<file path="config.mk">
export PLATFORM = sky130hd
export DESIGN_NAME = sum_sq_accumulator
export DESIGN_NICKNAME = d
export VERILOG_FILES = /design/src/rtl/sum_sq_accumulator.sv
export SDC_FILE = /design/constraint.sdc
export NUM_CORES = 1
export LEC_CHECK = 0
export BUFFER_PORTS_ARGS = -buffer_cell sky130_fd_sc_hd__buf_2
export CELL_PAD_IN_SITES_DETAIL_PLACEMENT = 0
export CELL_PAD_IN_SITES_GLOBAL_PLACEMENT = 1
export CORE_ASPECT_RATIO = 1.5
export CORE_MARGIN = 10
export CORE_UTILIZATION = 45
export DETAILED_ROUTE_END_ITERATION = 12
export GPL_ROUTABILITY_DRIVEN = 0
export PLACE_DENSITY = 0.84
export SKIP_CTS_REPAIR_TIMING = 1
export SLEW_MARGIN = 20
export SYNTH_ARGS = -nofsm -noshare
export SYNTH_HDL_FRONTEND = slang
export SYNTH_SLANG_ARGS = --single-unit
</file>
<file path="constraint.sdc">
create_clock -name clk -period 2.5 [get_ports clk]
set_clock_uncertainty 0.05 [all_clocks]
set_input_delay 0.5 -clock clk [delete_from_list [all_inputs] [get_ports clk]]
set_output_delay 0.5 -clock clk [all_outputs]
set_load 0.01 [all_outputs]
</file>
<file path="src/rtl/sum_sq_accumulator.sv">
//-----------------------------------------------------------------------------
// sum_sq_accumulator
//
// Purpose:
//    Squares each incoming ADC sample and sums the squares over a window of
//    N = 2**BUF_BIT_W valid samples. This block feeds the RMS square-root
//    stage. Windows run back to back, so no sample is dropped between them.
//    Each closed window produces a full-width result and a one-cycle update
//    pulse.
//
// Parameters:
//    DATA_W     sample width in bits
//    BUF_BIT_W  log2(window length). Must be >= 5 so the downstream sqrt
//               stage (~18 cycles per result) keeps up at one sample per
//               cycle.
//    SIGNED_IN  1: din_i is two's complement, 0: din_i is unsigned
//
// Ports:
//    clk            system clock, rising edge
//    rst_n          asynchronous active-low reset
//    clr            synchronous clear; wins over din_valid_i
//    din_i          ADC sample
//    din_valid_i    din_i valid this cycle
//    dout_o         window result (sum of squares, or mean square, see below)
//    dout_update_o  one-cycle pulse; dout_o is new this cycle
//    sample_cnt_o   samples accepted in the current window (0..N-1)
//
// Build option:
//    SUM_SQ_MEAN_EN  When defined, dout_o is the mean square, computed as
//                    (sum >> BUF_BIT_W) with truncation. When undefined,
//                    dout_o is the raw sum of squares. Ports and timing are
//                    the same in both builds.
//
// Timing:
//    The last sample of a window is valid in cycle t.
//    Stage 1 registers its square at the end of t.
//    Stage 2 closes the window at the end of t+1.
//    dout_update_o is high during cycle t+2.
//-----------------------------------------------------------------------------
module sum_sq_accumulator #(
   parameter int DATA_W    = 16,
   parameter int BUF_BIT_W = 8,
   parameter int SIGNED_IN = 1
) (
   input  logic                          clk,
   input  logic                          rst_n,
   input  logic                          clr,
   input  logic [DATA_W-1:0]             din_i,
   input  logic                          din_valid_i,
   output logic [2*DATA_W+BUF_BIT_W-1:0] dout_o,
   output logic                          dout_update_o,
   output logic [BUF_BIT_W-1:0]          sample_cnt_o
);

   localparam int SQ_W  = 2*DATA_W;
   localparam int ACC_W = 2*DATA_W + BUF_BIT_W;

   //--------------------------------------------------------------------------
   // Square
   //--------------------------------------------------------------------------
   // The operand is widened to 2*DATA_W bits first: sign-extended for signed
   // input, zero-extended for unsigned input. The low 2*DATA_W bits of the
   // product then equal the true square. This holds because the square is
   // non-negative and always fits in 2*DATA_W bits.
   logic [SQ_W-1:0] din_ext;
   logic [SQ_W-1:0] sq_prod;

   generate
      if (SIGNED_IN != 0) begin : g_signed_ext
         assign din_ext = {{DATA_W{din_i[DATA_W-1]}}, din_i};
      end else begin : g_unsigned_ext
         assign din_ext = {{DATA_W{1'b0}}, din_i};
      end
   endgenerate

   assign sq_prod = din_ext * din_ext;

   //--------------------------------------------------------------------------
   // State
   //--------------------------------------------------------------------------
   logic [BUF_BIT_W-1:0] sample_cnt_reg, sample_cnt_next;
   logic [SQ_W-1:0]      sq_reg,         sq_next;
   logic                 sq_vld_reg,     sq_vld_next;
   logic                 last_reg,       last_next;
   logic [ACC_W-1:0]     acc_reg,        acc_next;
   logic [ACC_W-1:0]     dout_reg,       dout_next;
   logic                 update_reg,     update_next;

   // Running sum including the square currently in stage 2.
   logic [ACC_W-1:0]     sum_next;
   logic [ACC_W-1:0]     result_next;

   assign sum_next = acc_reg + {{BUF_BIT_W{1'b0}}, sq_reg};

`ifdef SUM_SQ_MEAN_EN
   // Mean square: a truncating divide by N. The upper bits fill with zeros.
   assign result_next = sum_next >> BUF_BIT_W;
`else
   assign result_next = sum_next;
`endif

   //--------------------------------------------------------------------------
   // Stage 1: square the sample, count it, and tag the window's last sample
   //--------------------------------------------------------------------------
   always_comb begin
      sample_cnt_next = sample_cnt_reg;
      sq_next         = sq_reg;
      sq_vld_next     = 1'b0;
      last_next       = 1'b0;

      if (clr) begin
         sample_cnt_next = '0;
         sq_next         = '0;
      end else if (din_valid_i) begin
         sq_next         = sq_prod;
         sq_vld_next     = 1'b1;
         // The sample that wraps the counter from N-1 to 0 closes the window.
         last_next       = (sample_cnt_reg == {BUF_BIT_W{1'b1}});
         sample_cnt_next = sample_cnt_reg + 1'b1;
      end
   end

   //--------------------------------------------------------------------------
   // Stage 2: accumulate, or close the window
   //--------------------------------------------------------------------------
   always_comb begin
      acc_next    = acc_reg;
      dout_next   = dout_reg;
      update_next = 1'b0;

      if (clr) begin
         acc_next  = '0;
         dout_next = '0;
      end else if (sq_vld_reg) begin
         if (last_reg) begin
            dout_next   = result_next;
            // Restart from zero rather than from the stale sum. This way the
            // first square of the next window (in stage 2 on the next cycle)
            // starts a clean sum.
            acc_next    = '0;
            update_next = 1'b1;
         end else begin
            acc_next    = sum_next;
         end
      end
   end

   //--------------------------------------------------------------------------
   // Registers
   //--------------------------------------------------------------------------
   always_ff @(posedge clk or negedge rst_n) begin
      if (!rst_n) begin
         sample_cnt_reg <= '0;
         sq_reg         <= '0;
         sq_vld_reg     <= 1'b0;
         last_reg       <= 1'b0;
         acc_reg        <= '0;
         dout_reg       <= '0;
         update_reg     <= 1'b0;
      end else begin
         sample_cnt_reg <= sample_cnt_next;
         sq_reg         <= sq_next;
         sq_vld_reg     <= sq_vld_next;
         last_reg       <= last_next;
         acc_reg        <= acc_next;
         dout_reg       <= dout_next;
         update_reg     <= update_next;
      end
   end

   assign dout_o        = dout_reg;
   assign dout_update_o = update_reg;
   assign sample_cnt_o  = sample_cnt_reg;

endmodule

</file>
### Word level (Yosys, flattened, before mapping)

Cells that the tools add are included.

| word-level totals | value |
|---|---|
| logic and storage cells | 32 |
| bits of input ports | 20 |
| output and inout bits | 49 |
| bits in registers | 123 |

| operators by class | value |
|---|---|
| reduce and logical (&&, ||, !) cells | 4 |
| equality and inequality tests | 1 |
| $add $sub $neg | 2 |
| mux-type cells | 17 |
| multiply operators | 1 |

Operators with widths:

| cell | count |
|---|---|
| 40-bit 2-to-1 mux | 6 |
| 32-bit 2-to-1 mux | 2 |
| 40-bit by 32-bit adder with 40-bit output | 1 |
| 16-bit by 16-bit multiplier with 32-bit output | 1 |
| 8-bit 2-to-1 mux | 2 |
| 8-bit by 1-bit adder with 8-bit output (second input constant) | 1 |
| 8-bit == test (second input constant) | 1 |
| 1-bit 2-to-1 mux | 7 |
| 2-bit nonzero test | 3 |
| 2-bit AND reduction | 1 |

### Longest topological paths before layout

Gate-level depths: netlist (run 1).

| depth | value |
|---|---|
| word-level depth | 4 |
| gate-level depth with buffers | 25 |
| depth with buffers taken out | 24 |

### Worst setup path after synthesis (run 1)

OpenSTA, ideal clock, no wires.

| timing | value |
|---|---|
| path type | in2reg |
| start | input port din_i[1] |
| end | register sq_reg[28] |
| setup slack | -3.719 ns |
| stages on the path | 21 |
| data arrival time | 6.043 ns |
| data required time | 2.324 ns |
| path through | clkbuf_1 > clkbuf_1 > nand2_1 > fa_1 > fa_1 > fa_1 > inv_1 > fa_1 > fa_1 > inv_1 > fa_1 > inv_1 > ha_1 > o21ai_0 > o221ai_1 > a21oi_2 > a21boi_2 > o311a_4 > o31ai_4 > o21ai_2 > a221o_1 |

| on the way | value |
|---|---|
| word-level cells in the longest chain between the ends | 3 |

RTL lines:

| item | line | source |
|---|---|---|
| from (decl) | 48 | `input logic [DATA_W-1:0] din_i,` |
| 16-bit by 16-bit multiplier with 32-bit output | 76 | `assign sq_prod = din_ext * din_ext;` |
| 32-bit 2-to-1 mux | 114 | `end else if (din_valid_i) begin` |
| 32-bit 2-to-1 mux | 111 | `if (clr) begin` |
| to (signal assigned) | 162 | `sq_reg <= sq_next;` |
| to (decl) | 82 | `logic [SQ_W-1:0] sq_reg, sq_next;` |

Every way passes these cells. The select of a mux whose other input is x is not followed.
A chain may end at the register's enable or synchronous reset.

### Worst setup path in the final report (run 1)

| timing | value |
|---|---|
| start | input port din_i[4] |
| end | register sq_reg[28] |

The elaborated chain is that of the path after synthesis.

==> impl_metrics.prom, run 1 <==
# TYPE chip_impl_metric gauge
chip_impl_metric{name="crit_arrival",unit="ps"} 5970
chip_impl_metric{name="drt-vias-per-instance",unit=""} 5.20
chip_impl_metric{name="grt_antenna_before_repair",unit=""} 0
chip_impl_info{name="synth_top_family_by_area",value="adder cells"} 1
chip_impl_metric{name="cts.sinks",unit=""} 122
chip_impl_metric{name="num_io_pins",unit=""} 69
chip_impl_metric{name="drt_pass1_iterations",unit=""} 5
chip_impl_metric{name="grt.overflow.total",unit=""} 0
chip_impl_metric{name="reg_clk_slew_reported_paths",unit="ps"} 50
chip_impl_metric{name="synth_sequential_area_ratio",unit="%"} 19.8
chip_impl_metric{name="synth_cells",unit=""} 1594
chip_impl_metric{name="share_of_the_clock_period_used_by_the_worst_path_after_layout",unit="%"} 226
chip_impl_metric{name="critical_path.max_stage_delay",unit="ps"} 530
chip_impl_metric{name="routed_wirelength",unit="mm"} 40.9
chip_impl_metric{name="yosys_register_bits",unit=""} 122
chip_impl_info{name="cts_root_buf",value="sky130_fd_sc_hd__clkbuf_16"} 1
chip_impl_metric{name="avgRoutedWirePerCell",unit="µm"} 17.0
chip_impl_metric{name="synth_simple_gate_area_share",unit="%"} 10.5
chip_impl_metric{name="die_y",unit="µm"} 246
chip_impl_info{name="worst_setup_path_start_kind",value="primary input"} 1
chip_impl_metric{name="maximum_count_of_clock_buffers_along_a_single_path",unit=""} 2
chip_impl_info{name="synthMostInstantiatedCell",value="sky130_fd_sc_hd__inv_1"} 1
chip_impl_metric{name="post_synth_xor_area_fraction",unit="%"} 4.67
chip_impl_info{name="hold_class",value="primary input to asynchronous set/reset pin"} 1
chip_impl_metric{name="cap_viol_max_count",unit=""} 0
chip_impl_metric{name="antenna_cells_inserted",unit=""} 0
chip_impl_metric{name="cts_htree_levels",unit=""} 4
chip_impl_metric{name="grt_pass1_vias",unit=""} 13800
chip_impl_info{name="synth_top_area_cell",value="sky130_fd_sc_hd__fa_1"} 1
chip_impl_metric{name="timing_hold_violations_final",unit=""} 0
chip_impl_metric{name="syn_to_final_growth",unit="%"} 37.0
chip_impl_info{name="top_cells_by_instance_count_after_synthesis",value="sky130_fd_sc_hd__inv_1, sky130_fd_sc_hd__fa_1, sky130_fd_sc_hd__ha_1"} 1
chip_impl_metric{name="netlist.area_leader.share",unit="%"} 30.3
chip_impl_metric{name="ys_warn_count",unit=""} 0
chip_impl_metric{name="data_required_time_of_the_critical_path",unit="ps"} 2820
chip_impl_metric{name="cts-buffers-inserted",unit=""} 17
chip_impl_metric{name="detailedPlacementHpwl",unit="mm"} 33.2
chip_impl_metric{name="layout_min_cycle_time",unit="ps"} 5660
chip_impl_info{name="violations_in_the_final_reports",value="negative setup slack"} 1
chip_impl_info{name="crit_path_frequent_cell",value="sky130_fd_sc_hd__fa_1"} 1
chip_impl_metric{name="timing.max_slew.rel_slack",unit="%"} 42.2
chip_impl_info{name="endpoint_kind",value="flop"} 1
chip_impl_metric{name="num_vias",unit=""} 12500
chip_impl_metric{name="synth_compound_area_share",unit="%"} 13.9
chip_impl_metric{name="initialDrtViolationCount",unit=""} 428
chip_impl_metric{name="worstSkewPairLatency",unit="ps"} 430
chip_impl_metric{name="placementRows",unit=""} 82
chip_impl_metric{name="pin_count_of_the_biggest_net_entering_global_routing",unit=""} 43
chip_impl_metric{name="postLayoutSetupSlackWorst",unit="ps"} -3160
chip_impl_metric{name="yosys.cell_types.count",unit=""} 71
chip_impl_info{name="tritoncts_clock_tree",value="done"} 1
chip_impl_metric{name="setup_viol",unit=""} 57
chip_impl_info{name="synth.area.top_cells",value="sky130_fd_sc_hd__fa_1, sky130_fd_sc_hd__dfrtp_1, sky130_fd_sc_hd__ha_1, sky130_fd_sc_hd__inv_1, sky130_fd_sc_hd__a22o_1"} 1
chip_impl_metric{name="core",unit="µm²"} 33500
chip_impl_metric{name="grtUsageTotal",unit="%"} 19.6
chip_impl_metric{name="synth-async-reset-ratio",unit="%"} 100
chip_impl_metric{name="detail-route-antenna-nets",unit=""} 0
chip_impl_metric{name="timing.final.max_slew_violations",unit=""} 0
chip_impl_metric{name="postSynthAreaPerCell",unit="µm²"} 9.65
chip_impl_metric{name="max_clock_freq",unit="MHz"} 177
chip_impl_metric{name="wire_length_of_the_first_global_routing_pass",unit="mm"} 67.2
chip_impl_metric{name="mappedNetlistNets",unit=""} 1974
chip_impl_info{name="critical_path.slowest_cell",value="sky130_fd_sc_hd__fa_1"} 1
chip_impl_metric{name="synthAdderAreaFrac",unit="%"} 40.6
chip_impl_metric{name="post_route_worst_hold_slack",unit="ps"} 13.1
chip_impl_metric{name="design.final.nets",unit=""} 2348
chip_impl_info{name="rsz0062_at_grt",value="yes"} 1
chip_impl_metric{name="timing_worst_slew_pin_value",unit="ps"} 866
chip_impl_metric{name="synth_enable_flop_cells",unit=""} 0
chip_impl_metric{name="post_synth_mux_area_share",unit="%"} 0.976
chip_impl_info{name="ys.flop_type",value="sky130_fd_sc_hd__dfrtp_1"} 1
chip_impl_metric{name="crit_path_max_fanout",unit=""} 5
chip_impl_metric{name="io_buffer_count",unit=""} 68
chip_impl_metric{name="final_layout_size_suffix_gt1_share",unit="%"} 37.1
chip_impl_info{name="crit_chain",value="buf_12 > buf_4 > and2_4 > fa_1 > inv_1 > fa_1 > inv_1 > fa_1 > fa_1 > fa_1 > inv_1 > fa_1 > inv_2 > ha_4 > a21o_1 > a21oi_2 > a21boi_2 > a21boi_2 > o311a_4 > o31ai_4 > o21ai_2 > nor4b_2 > a221o_1"} 1
chip_impl_info{name="run_status",value="finished with violations"} 1
chip_impl_metric{name="chipWidth",unit="µm"} 171
chip_impl_metric{name="drt_drc_violations_left",unit=""} 0
chip_impl_metric{name="fp.dieArea",unit="µm²"} 42100
chip_impl_metric{name="synthesized_cell_area",unit="µm²"} 15400
chip_impl_metric{name="initial_utilization",unit="%"} 45.9
chip_impl_info{name="crit_type",value="primary input to flop"} 1
## per-layer routing
layer | global-route usage [%] | part of all wire (%) | routed length, µm
met1 | 22.3 | 39 | 15800
met4 | 8.44 | 3.4 | 1390
met5 | 0 | 0 | 0
met2 | 36.2 | 56 | 22800
met3 | 2.11 | 2.4 | 982
## cells in the final DEF, fill, tap and decap left out, types with 8 or more instances in the layout
cell type / instances
sky130_fd_sc_hd__a21o_1: 36
sky130_fd_sc_hd__a21oi_2: 19
sky130_fd_sc_hd__and3_1: 10
sky130_fd_sc_hd__o21ai_2: 18
sky130_fd_sc_hd__buf_6: 35
sky130_fd_sc_hd__xnor2_2: 15
sky130_fd_sc_hd__nor2_1: 78
sky130_fd_sc_hd__nand2_1: 98
sky130_fd_sc_hd__nand4_1: 9
sky130_fd_sc_hd__xnor2_1: 45
sky130_fd_sc_hd__and2_4: 17
sky130_fd_sc_hd__nor2_2: 9
sky130_fd_sc_hd__buf_4: 300
sky130_fd_sc_hd__ha_1: 82
sky130_fd_sc_hd__buf_12: 12
sky130_fd_sc_hd__and2_1: 14
sky130_fd_sc_hd__inv_1: 291
sky130_fd_sc_hd__a21oi_1: 34
sky130_fd_sc_hd__dfrtp_1: 122
sky130_fd_sc_hd__fa_1: 216
sky130_fd_sc_hd__xor2_1: 17
sky130_fd_sc_hd__clkbuf_16: 18
sky130_fd_sc_hd__buf_2: 53
sky130_fd_sc_hd__fa_2: 17
sky130_fd_sc_hd__inv_2: 36
sky130_fd_sc_hd__nand2_2: 14
sky130_fd_sc_hd__mux2i_1: 15
sky130_fd_sc_hd__nand2_4: 10
sky130_fd_sc_hd__o21ai_0: 13
sky130_fd_sc_hd__ha_4: 40
sky130_fd_sc_hd__nor2b_1: 8
sky130_fd_sc_hd__nand3_1: 18
sky130_fd_sc_hd__o21ai_1: 11
sky130_fd_sc_hd__a22o_1: 63
## path summary, 6_finish.rpt
kind | startpoint | endpoint | slack, ps | depth (start not counted)
worst max-delay path | din_i[4] | sq_reg[28] | -3160 | 23
worst min-delay path | rst_n | dout_o[0] | 10 | 1
worst max register to register | sq_reg[6] | acc_reg[36] | -300 | 12
worst min register to register | dout_o[35] | dout_o[35] | 440 | 2
max in group asynchronous | rst_n | sq_reg[27] | 1740 | 2
min in group clk | clr | sample_cnt_o[1] | 390 | 2
## critical path: cells and delay by family
| family | cells | cell delay [ps] |
|---|---|---|
| compound gates | 8 | 1440 |
| simple gates | 2 | 380 |
| buf+inv | 6 | 450 |
| fa+ha+maj | 7 | 3180 |
## metrics by stage
| step | instance area [µm²] | TNS (ps) | setup WS [ps] | std cells | utilization (%) |
|---|---|---|---|---|---|
| global route | 21100 | -80480 | -3330 | 2401 | 62.8 |
| global placement | 18800 | -91090 | -3610 | 2319 | 56.1 |
| finish | 21100 | -72570 | -3160 | 2401 | 62.8 |
| CTS | 19400 | -81900 | -3290 | 2351 | 57.9 |
| floorplan | 16100 | -70880 | -3300 | 1594 | - |
| detailed placement | 18800 | -91870 | -3700 | 2319 | 56.1 |
## cells by family after synthesis
family,count (synthesis)
buffers and inverters,385
adders and majority gates,360
and+or+nand+nor,346
AOI/OAI and AO/OA,284
DFF,122
xor gates and xnor gates,82
muxes,15
## final cells by class
| type | count | area (µm²) |
|---|---|---|
| multi-input combinational | 1087 | 12300 |
| inverter | 332 | 1260 |
| timing repair buffer | 408 | 3270 |
| clock buffer | 19 | 453 |
| fill | 2604 | 12500 |
| sequential | 122 | 3050 |
| clock inverter | 13 | 164 |
| tap | 420 | 526 |
Power of run 1 is left out: the tool's default activity adds up to more than one toggle a clock period on the data nets, which glitch-free logic cannot reach.
==> run 2, diff against run 1 <==
- CORE_UTILIZATION: 45 -> 46
- PLACE_DENSITY: 0.84 -> 0.85
- RECOVER_POWER: unset -> 100
- clock period: 2.5 -> 4.8 ns (I/O delays scaled with it)
==> run 2 against run 1 <==
Against the previous run:
- register-to-register slack gained 1700 ps
- the flow finishes with violations (max-capacitance violations, max-slew violations, negative setup slack)
- via count decreased by 4.2%
- core utilization down 4.5 points
- critical path type unchanged
- global-route usage is 0.70 points lower
- critical path depth fell by 5
- die area down 2.0%
- final cell count fell by 4.7%
- sequential share of layout area up 1.3 points
- worst setup slack better by 1900 ps
- sequential cell count did not move
==> impl_metrics.prom, run 2 (synthesis results as in run 1) <==
# TYPE chip_impl_metric gauge
chip_impl_info{name="run_status",value="finished with violations"} 1
chip_impl_info{name="violations_in_the_final_reports",value="max-capacitance violations, max-slew violations, negative setup slack"} 1
chip_impl_metric{name="post-route-cell-area",unit="µm²"} 19400
chip_impl_metric{name="grt_antenna_before_repair",unit=""} 0
chip_impl_metric{name="cts_htree_levels",unit=""} 4
chip_impl_metric{name="layout_min_cycle_time",unit="ps"} 6010
chip_impl_metric{name="setup_viol",unit=""} 24
chip_impl_metric{name="post_route_worst_hold_slack",unit="ps"} 437
chip_impl_metric{name="core",unit="µm²"} 33200
chip_impl_metric{name="max_clock_freq",unit="MHz"} 166
chip_impl_metric{name="io_buffer_count",unit=""} 68
chip_impl_metric{name="syn_to_final_growth",unit="%"} 26.1
chip_impl_metric{name="final_layout_size_suffix_gt1_share",unit="%"} 25.0
chip_impl_metric{name="die_y",unit="µm"} 244
chip_impl_metric{name="cts-buffers-inserted",unit=""} 17
chip_impl_info{name="tritoncts_clock_tree",value="done"} 1
chip_impl_metric{name="dpl-instance-area",unit="µm²"} 18000
chip_impl_metric{name="reg_clk_slew_reported_paths",unit="ps"} 60
chip_impl_metric{name="number_of_instances_on_the_worst_hold_path",unit=""} 2
chip_impl_metric{name="reg2regPathDepth",unit=""} 11
chip_impl_metric{name="maximum_count_of_clock_buffers_along_a_single_path",unit=""} 2
chip_impl_metric{name="placementRows",unit=""} 82
chip_impl_metric{name="cts.sinks",unit=""} 122
chip_impl_info{name="hold_class",value="flop to flop"} 1
chip_impl_metric{name="critical_path.max_stage_delay",unit="ps"} 680
chip_impl_info{name="endpoint_kind",value="flop"} 1
chip_impl_info{name="min-delay-start",value="dout_o[33]"} 1
chip_impl_metric{name="detailedPlacementHpwl",unit="mm"} 31.4
chip_impl_metric{name="initial_utilization",unit="%"} 46.3
chip_impl_info{name="crit_path_frequent_cell",value="sky130_fd_sc_hd__fa_1"} 1
chip_impl_metric{name="pin_count_of_the_biggest_net_entering_global_routing",unit=""} 64
chip_impl_metric{name="routed_wirelength",unit="mm"} 38.7
chip_impl_metric{name="worstSkewPairLatency",unit="ps"} 430
chip_impl_info{name="critical_path.slowest_cell",value="sky130_fd_sc_hd__fa_2"} 1
chip_impl_metric{name="crit_path_max_fanout",unit=""} 6
chip_impl_metric{name="drt_pass1_iterations",unit=""} 5
chip_impl_metric{name="grtUsageTotal",unit="%"} 18.9
chip_impl_metric{name="antenna_cells_inserted",unit=""} 0
chip_impl_metric{name="chipWidth",unit="µm"} 169
chip_impl_info{name="layout.cells.most_common_list",value="sky130_fd_sc_hd__inv_1, sky130_fd_sc_hd__fa_1, sky130_fd_sc_hd__buf_4, sky130_fd_sc_hd__dfrtp_1, sky130_fd_sc_hd__ha_1"} 1
chip_impl_metric{name="crit_buf_inv",unit=""} 5
chip_impl_metric{name="drt_drc_violations_left",unit=""} 0
chip_impl_metric{name="num_io_pins",unit=""} 69
chip_impl_info{name="rsz0062_at_grt",value="yes"} 1
chip_impl_metric{name="grt.overflow.total",unit=""} 0
chip_impl_metric{name="data_required_time_of_the_critical_path",unit="ps"} 5090
chip_impl_metric{name="wire_length_of_the_first_global_routing_pass",unit="mm"} 64.4
chip_impl_metric{name="grt_pass1_vias",unit=""} 13200
chip_impl_metric{name="cap_viol_max_count",unit=""} 1
chip_impl_info{name="mostFrequentLayoutCell",value="sky130_fd_sc_hd__inv_1"} 1
chip_impl_info{name="crit_chain",value="buf_2 > buf_12 > and2_4 > fa_2 > fa_1 > fa_1 > fa_1 > fa_1 > inv_1 > fa_1 > inv_1 > ha_1 > a211o_1 > o311a_4 > o31ai_4 > buf_4 > xnor2_2 > a211oi_2"} 1
chip_impl_info{name="crit_type",value="primary input to flop"} 1
chip_impl_info{name="cts_root_buf",value="sky130_fd_sc_hd__clkbuf_16"} 1
chip_impl_info{name="reg2reg_to",value="acc_reg[28]"} 1
chip_impl_info{name="worst_setup_path_start_kind",value="primary input"} 1
chip_impl_metric{name="design.final.nets",unit=""} 2235
chip_impl_metric{name="share_of_the_clock_period_used_by_the_worst_path_after_layout",unit="%"} 125
chip_impl_metric{name="timing_worst_slew_pin_value",unit="ps"} 3150
chip_impl_metric{name="timing.final.max_slew_violations",unit=""} 61
chip_impl_info{name="crit_family",value="adder cells"} 1
chip_impl_metric{name="avgRoutedWirePerCell",unit="µm"} 16.9
chip_impl_metric{name="timing_hold_violations_final",unit=""} 0
chip_impl_metric{name="postLayoutSetupSlackWorst",unit="ps"} -1210
chip_impl_metric{name="fp.dieArea",unit="µm²"} 41300
chip_impl_metric{name="drt-vias-per-instance",unit=""} 5.23
chip_impl_metric{name="timing.max_slew.rel_slack",unit="%"} -110
chip_impl_metric{name="fin_tns_setup",unit="ps"} -20530
chip_impl_metric{name="timing.reg2reg.setup_slack",unit="ps"} 1360
chip_impl_metric{name="crit_arrival",unit="ps"} 6300
chip_impl_info{name="hold_path_end",value="dout_o[33]"} 1
chip_impl_metric{name="detail-route-antenna-nets",unit=""} 0
chip_impl_metric{name="num_vias",unit=""} 12000
chip_impl_info{name="worst_reg2reg_path_startpoint",value="sq_reg[0]"} 1
chip_impl_metric{name="initialDrtViolationCount",unit=""} 494
## run 2: cell count changes in the layout (fill, tap and decap cells not counted), moves of 13 or more
cell	delta
sky130_fd_sc_hd__buf_4	-109
sky130_fd_sc_hd__clkbuf_1	+54
sky130_fd_sc_hd__buf_2	-50
sky130_fd_sc_hd__ha_1	+23
sky130_fd_sc_hd__ha_4	-22
sky130_fd_sc_hd__buf_6	-14
sky130_fd_sc_hd__inv_2	-14
sky130_fd_sc_hd__o21ai_0	+14
sky130_fd_sc_hd__o21ai_2	-14
sky130_fd_sc_hd__inv_1	+13
## run 2: worst max path at each step
stage / startpoint / endpoint / slack [ps] / depth (start not counted)
floorplan: din_i[10] / sq_reg[28] / -1460 / 21
global placement: din_i[7] / sq_reg[25] / -1770 / 24
detailed placement: din_i[7] / sq_reg[25] / -1830 / 24
CTS: din_i[7] / sq_reg[25] / -1400 / 24
global route: din_i[9] / sq_reg[28] / -1410 / 22
finish: din_i[15] / sq_reg[26] / -1210 / 18
## run 2: metal layers
layer  vias to the layer above  part of all wire [%]  GRT usage [%]
met5                         -                     0              0
met2                       215                    55           34.4
met1                      6046                    39           22.2
met3                        67                   2.8           2.41
li1                       5627                     -              -
met4                         0                   3.4           7.07
## run 2: cell type report
class,instances,area (µm²)
Clock inverter,14,148
Timing Repair Buffer,295,2370
Sequential cell,122,3050
Fill cell,2895,13800
Inverter,332,1270
Clock buffer,18,429
Tap cell,420,526
Multi-Input combinational cell,1087,11600
## run 2: worst reg2reg max path, stage by stage (launching register included)
cell,delay [ps]
sky130_fd_sc_hd__dfrtp_1,400
sky130_fd_sc_hd__ha_1,230
sky130_fd_sc_hd__ha_1,220
sky130_fd_sc_hd__a211oi_1,360
sky130_fd_sc_hd__o211ai_2,160
sky130_fd_sc_hd__a31oi_1,390
sky130_fd_sc_hd__o21ai_0,320
sky130_fd_sc_hd__a211oi_2,280
sky130_fd_sc_hd__o21ai_0,230
sky130_fd_sc_hd__a311oi_2,360
sky130_fd_sc_hd__xnor2_1,130
sky130_fd_sc_hd__a22o_1,210
## run 2: metrics by stage
step | cells | setup WS (ps) | utilization [%]
final | 2288 | -1210 | 58.4
after global routing | 2288 | -1410 | 58.4
after CTS | 2267 | -1400 | 55.8
after detailed placement | 2235 | -1830 | 54.0
after global placement | 2235 | -1770 | 54.0
after floorplan | 1594 | -1460 | -
Power of run 2 is left out for the same reason.
